<file path="src/rtl/hazard_controller.sv">
// Pipeline sequencing for the five-stage datapath: stall/flush/bubble decisions,
// NZCV flag register, EX condition evaluation, branch resolution and forwarding selects.
module hazard_controller #(
    parameter int REG_W      = 4,
    parameter int BR_PENALTY = 1
) (
    input  logic             clk,
    input  logic             reset_n,
    input  logic             id_valid,
    input  logic [REG_W-1:0] id_rn,
    input  logic [REG_W-1:0] id_rm,
    input  logic             id_use_rn,
    input  logic             id_use_rm,
    input  logic             ex_valid,
    input  logic             ex_wr,
    input  logic             ex_load,
    input  logic [REG_W-1:0] ex_rd,
    input  logic             ex_set_flags,
    input  logic [3:0]       ex_flags,
    input  logic [3:0]       ex_cond,
    input  logic             ex_is_branch,
    input  logic             mem_valid,
    input  logic             mem_wr,
    input  logic [REG_W-1:0] mem_rd,
    output logic             pc_stall,
    output logic             ifid_stall,
    output logic             ifid_flush,
    output logic             idex_bubble,
    output logic             br_take,
    output logic             ex_cond_pass,
    output logic [3:0]       flags,
    output logic [1:0]       fwd_a,
    output logic [1:0]       fwd_b
);

    typedef enum logic [1:0] {RUN, STALL, FLUSH} state_t;

    localparam logic [1:0] FLUSH_INIT = 2'(BR_PENALTY - 1);

    state_t     state, state_next;
    logic [1:0] cnt, cnt_next;
    logic       branch_taken, load_use;
    logic [1:0] fwd_a_next, fwd_b_next;
    logic       n, z, c, v;

    assign {n, z, c, v} = flags;

    always_comb begin
        case (ex_cond)
            4'h0:    ex_cond_pass = z;
            4'h1:    ex_cond_pass = !z;
            4'h2:    ex_cond_pass = c;
            4'h3:    ex_cond_pass = !c;
            4'h4:    ex_cond_pass = n;
            4'h5:    ex_cond_pass = !n;
            4'h6:    ex_cond_pass = v;
            4'h7:    ex_cond_pass = !v;
            4'h8:    ex_cond_pass = c && !z;
            4'h9:    ex_cond_pass = !c || z;
            4'hA:    ex_cond_pass = (n == v);
            4'hB:    ex_cond_pass = (n != v);
            4'hC:    ex_cond_pass = !z && (n == v);
            4'hD:    ex_cond_pass = z || (n != v);
            4'hE:    ex_cond_pass = 1'b1;
            default: ex_cond_pass = 1'b0;
        endcase
    end

    // Held in reset, the pipeline must see no stall, flush or redirect request.
    assign branch_taken = reset_n && ex_valid && ex_is_branch && ex_cond_pass && (state != FLUSH);
    assign load_use     = reset_n && (state == RUN) && id_valid && ex_valid && ex_load && ex_wr &&
                          ((id_use_rn && id_rn == ex_rd) || (id_use_rm && id_rm == ex_rd));

    function automatic logic [1:0] fwd_sel(input logic used, input logic [REG_W-1:0] src,
                                           input logic e_hit, input logic [REG_W-1:0] e_rd,
                                           input logic m_hit, input logic [REG_W-1:0] m_rd);
        if (!used)                return 2'b00;
        if (e_hit && e_rd == src) return 2'b10;
        if (m_hit && m_rd == src) return 2'b01;
        return 2'b00;
    endfunction

    always_comb begin
        fwd_a_next = fwd_sel(id_use_rn, id_rn, ex_valid && ex_wr && !ex_load, ex_rd,
                             mem_valid && mem_wr, mem_rd);
        fwd_b_next = fwd_sel(id_use_rm, id_rm, ex_valid && ex_wr && !ex_load, ex_rd,
                             mem_valid && mem_wr, mem_rd);
    end

    // NOTE: every output of a combinational block gets a default before any branch,
    // otherwise paths that skip an assignment infer latches.
    always_comb begin
        state_next  = state;
        cnt_next    = cnt;
        pc_stall    = 1'b0;
        ifid_stall  = 1'b0;
        ifid_flush  = 1'b0;
        idex_bubble = 1'b0;
        br_take     = 1'b0;
        case (state)
            FLUSH: begin
                ifid_flush  = reset_n;
                idex_bubble = reset_n;
                if (cnt <= 2'd1) begin
                    state_next = RUN;
                    cnt_next   = 2'd0;
                end else begin
                    cnt_next = cnt - 2'd1;
                end
            end
            default: begin
                if (branch_taken) begin
                    br_take     = 1'b1;
                    ifid_flush  = 1'b1;
                    idex_bubble = 1'b1;
                    if (BR_PENALTY > 1) begin
                        state_next = FLUSH;
                        cnt_next   = FLUSH_INIT;
                    end else begin
                        state_next = RUN;
                    end
                end else if (load_use) begin
                    pc_stall    = 1'b1;
                    ifid_stall  = 1'b1;
                    idex_bubble = 1'b1;
                    state_next  = STALL;
                end else begin
                    state_next = RUN;
                end
            end
        endcase
    end

    // NOTE: registered state uses non-blocking assignments so all flops update
    // together from pre-edge values, independent of statement order.
    always_ff @(posedge clk or negedge reset_n) begin
        if (!reset_n) begin
            state <= RUN;
            cnt   <= 2'd0;
            flags <= 4'b0000;
            fwd_a <= 2'b00;
            fwd_b <= 2'b00;
        end else begin
            state <= state_next;
            cnt   <= cnt_next;
            if (ex_valid && ex_set_flags && ex_cond_pass && state != FLUSH)
                flags <= ex_flags;
            fwd_a <= idex_bubble ? 2'b00 : fwd_a_next;
            fwd_b <= idex_bubble ? 2'b00 : fwd_b_next;
        end
    end

endmodule

</file>
<file path="config.mk">
export PLATFORM = sky130hd
export DESIGN_NAME = hazard_controller
export DESIGN_NICKNAME = d
export VERILOG_FILES = /design/src/rtl/hazard_controller.sv
export SDC_FILE = /design/constraint.sdc
export NUM_CORES = 1
export LEC_CHECK = 0
export BUFFER_PORTS_ARGS = -buffer_cell sky130_fd_sc_hd__buf_2
export CAP_MARGIN = 40
export CORE_MARGIN = 2
export CORE_UTILIZATION = 45
export DETAILED_ROUTE_END_ITERATION = 8
export GPL_TIMING_DRIVEN = 0
export PLACE_DENSITY = 0.85
export SLEW_MARGIN = 20
export SYNTH_ARGS = -nofsm -noshare
export SYNTH_HDL_FRONTEND = slang
export SYNTH_SLANG_ARGS = --single-unit
</file>
<file path="constraint.sdc">
create_clock -name clk -period 5.19 [get_ports clk]
set_input_delay 0.2595 -clock clk [delete_from_list [all_inputs] [get_ports clk]]
set_output_delay 0.2595 -clock clk [all_outputs]
set_load 0.05 [all_outputs]
</file>
==> flow_summary.yaml <==
synthesis:
  synthDistinctLibCells: 34
  synth_seq_area_share_pct: 28.5
  ys_seq_elements: 9
  synth-compound-area-share_pct: 11.4
  synth_top_area_share_pct: 28.5
  yosysTopAreaCell: "dfrtp_1"
  synthSimpleGateAreaFrac_pct: 26.9
  synth_nets: 118
  synth_edf_count: 0
  synth.area.top_cells: "dfrtp_1 (29%), xor2_1 (20%), mux2_1 (5.7%), nand3b_1 (2.9%), o31ai_4 (2.7%)"
  syn_inst: 82
  synthXorXnorAreaFrac_pct: 22.2
  synthMuxAreaShare_pct: 6.97
  synth_area_per_cell_um2: 9.63
  async_flop_share_pct: 100
  synth_fa_ha_area_share_pct: 0
  yosys_warnings: 0
  netlist_area_um2: 790
  synth_ff_type: "dfrtp_1"
  synth_top_family_by_area: "simple AND/OR/NAND/NOR gates"
placement:
  placed_cell_area_um2: 1050
  port_buffers: 48
  gp_congestion: 0.782
  dp.final_hpwl_um: 1630
worst_setup_path:
  cp_cell_sequence: "xor2_1, and4_1, o31a_1, or3_1, a21oi_1, buf_4, buf_2"
  setup.worst_path.start: "flags[3]"
  critPathArrivalTime_ns: 2.45
  crit_type: "flip-flop to output port"
  cp_num_buf_inv: 2
  crit_fanout: 4
  slowest_stage: "dfrtp_1"
  slowest_delay_ns: 0.43
  end_kind: "output port"
  r2r-start: "flags[3]"
  required_ns: 4.93
  setup.worst_path.start_class: "flip-flop"
  critPathTopFamily: "simple AND/OR/NAND/NOR gates"
run:
  maxCapViolations: 0
timing:
  setup_viol: 0
  fin_crit_sh_pct: 52.2
  rsz0062_at_grt: "false"
  hold_viol: 0
  min_period_ns: 2.71
  drv_slew: 0
  worstMarginPinSlew_ns: 0.413
  max_freq_mhz: 369
  max_slew_margin_pct: 71.7
  finalSetupTns_ns: 0
  skew_ns: 0.00444
grt:
  antenna_found_initial: 0
  grt_util_all_layers_pct: 19.0
  grt-ovfl-total: 0
  grt_pass1_vias: 713
  grt_first_pass_wirelength_um: 2890
  grt_max_degree: 12
die:
  die_area_um2: 2110
  placeableCoreArea_um2: 1690
  ios: 50
  start_util_pct: 46.7
  die_y_um: 45.9
  die_w_um: 45.9
  num_rows: 15
clock_network:
  cts_root_buffer: "clkbuf_4"
  cts_tree: "built"
  insertion_delay_ns: 0.26
  ctsHtreeMaxLevel: 1
  numCtsBuffers: 3
  ctsResizeCount: 0
  clk_pin_slew_ns: 0.07
  cts_max_path_buffers: 2
  clock_sinks: 9
power_and_ir_drop:
  pwr-share-clk_pct: 15.2
  ir_worst_vdd_mv: 0.138
  p_per_area_nw_per_um2: 331
  power.internal_mw: 0.181
  cellLeakagePower_nw: 0.589
  switching_share_pct: 49.8
  pwr-share-comb_pct: 55.0
  pwr-share-seq_pct: 29.8
  power_switching_mw: 0.179
cells_and_area:
  area_growth_pct: 37.9
  fin_nets: 172
  diodes: 0
  fin_area_um2: 1090
  drive_gt1_share_pct: 43.0
route:
  drt_iter0_drc: 8
  drc: 0
  drtPass1Iterations: 4
  ant_nets: 0
  routed_wl_um: 1900
  viasPerCell: 5.12
  wl_per_cell_um: 12.5
  vias: 778
worst_hold_path:
  worstHoldStart: "ex_flags[3]"
  hp-class: "primary input to flip-flop"
status:
  status: "complete, no violations"
layout by cell type, fill, tap and decap left out, drive strengths merged:
cell and count:
nor3b 1, a22o 1, a22oi 1, a21oi 3
xnor2 2, and4 1, mux2i 1, buf 51
nor4 2, nand3b 3, and4b 2, nand2 4
dfrtp 9, mux2 4, or3 1, nand4 2
o31ai 3, clkinv 1, nor3 3, xor2 18
or3b 1, and3 3, clkbuf 3, and2 1
nand4b 1, nor2 1, o31a 1, nand2b 1
o2bb2ai 1, dlygate4sd3 1, inv 3, nor2b 2
and4bb 1, nand3 2
cell usage after synthesis, drive strengths merged, types with 3 or more instances:
cell type	count
xor2	18
dfrtp	9
mux2	4
nand2	4
a21oi	3
and3	3
buf	3
inv	3
nand3b	3
nor3	3
o31ai	3
worst paths after layout:
path / end / slack [ns] / depth (start not counted)
max: pc_stall / 2.48 / 7
max reg2reg: flags[1] / 3.22 / 5
max in group asynchronous: fwd_a[0] / 4.61 / 2
min reg2reg: flags[1] / 0.59 / 1
min: flags[3] / 0.21 / 2
min in group asynchronous: flags[3] / 0.39 / 2
through the flow:
| step | std cells | hold slack (ns) | power, mW | setup WS (ns) | util, % |
|---|---|---|---|---|---|
| floorplan | 82 | -0.0361 | 0.251 | 1.69 | - |
| global placement | 147 | 0.123 | 0.301 | 2.81 | 62.2 |
| detailed placement | 147 | 0.129 | 0.308 | 2.77 | 62.2 |
| CTS | 152 | 0.212 | 0.364 | 2.48 | 64.4 |
| global route | 152 | 0.220 | 0.381 | 2.38 | 64.4 |
| finish | 152 | 0.212 | 0.361 | 2.48 | 64.4 |
worst reg2reg max path: stages, from the launching register on:
cell,delay [ns]
dfrtp_1,0.43
xor2_1,0.20
and4_1,0.22
o31a_1,0.30
o31ai_4,0.35
mux2_1,0.36
repair_timing:
item                                    in CTS  in global routing
hold buffers                                 1                  0
endpoints found under the setup margin       0                  0
hold endpoints to repair                     9                  0
buffers inserted                             0                  0
routing by layer:
metal | wire length, um | GRT usage, %
met1 | 752 | 21.7
met2 | 1000 | 35.8
met3 | 139 | 2.78
met4 | 0 | 5.14
met5 | 0 | 0
power by group through the flow:
stage               clock (mW)  sequential [mW]  combinational [mW]
global placement             0            0.107               0.194
detailed placement           0            0.109               0.198
floorplan                    0            0.162              0.0885
CTS                     0.0559            0.108               0.200
global route            0.0589            0.109               0.213
finish                  0.0548            0.107               0.198
sequential cells by signal, indices dropped and copies added, names as in the netlist:
| signal | cells |
|---|---|
| flags | 4 |
| fwd_a | 2 |
| fwd_b | 2 |
| state | 1 |
cells by family (layout without fill, tap and decap cells):
| kind of cell | after synthesis | count (layout) |
|---|---|---|
| AOI/OAI and AO/OA | 10 | 10 |
| and+or+nand+nor | 32 | 32 |
| DFF | 9 | 9 |
| xor gates and xnor gates | 20 | 20 |
| buffers and inverters | 6 | 59 |
| muxes | 5 | 5 |
cell type report:
cell class	count	area [um2]
fillers	157	601
multi-input cells	67	533
repair buffers	49	250
flip-flops and latches	9	225
clock buffers	3	22.5
well taps	17	21.3
plain buffers	3	20.0
inverters	3	11.3
clock inverters	1	5.00
(Power assumes the default switching activity.)
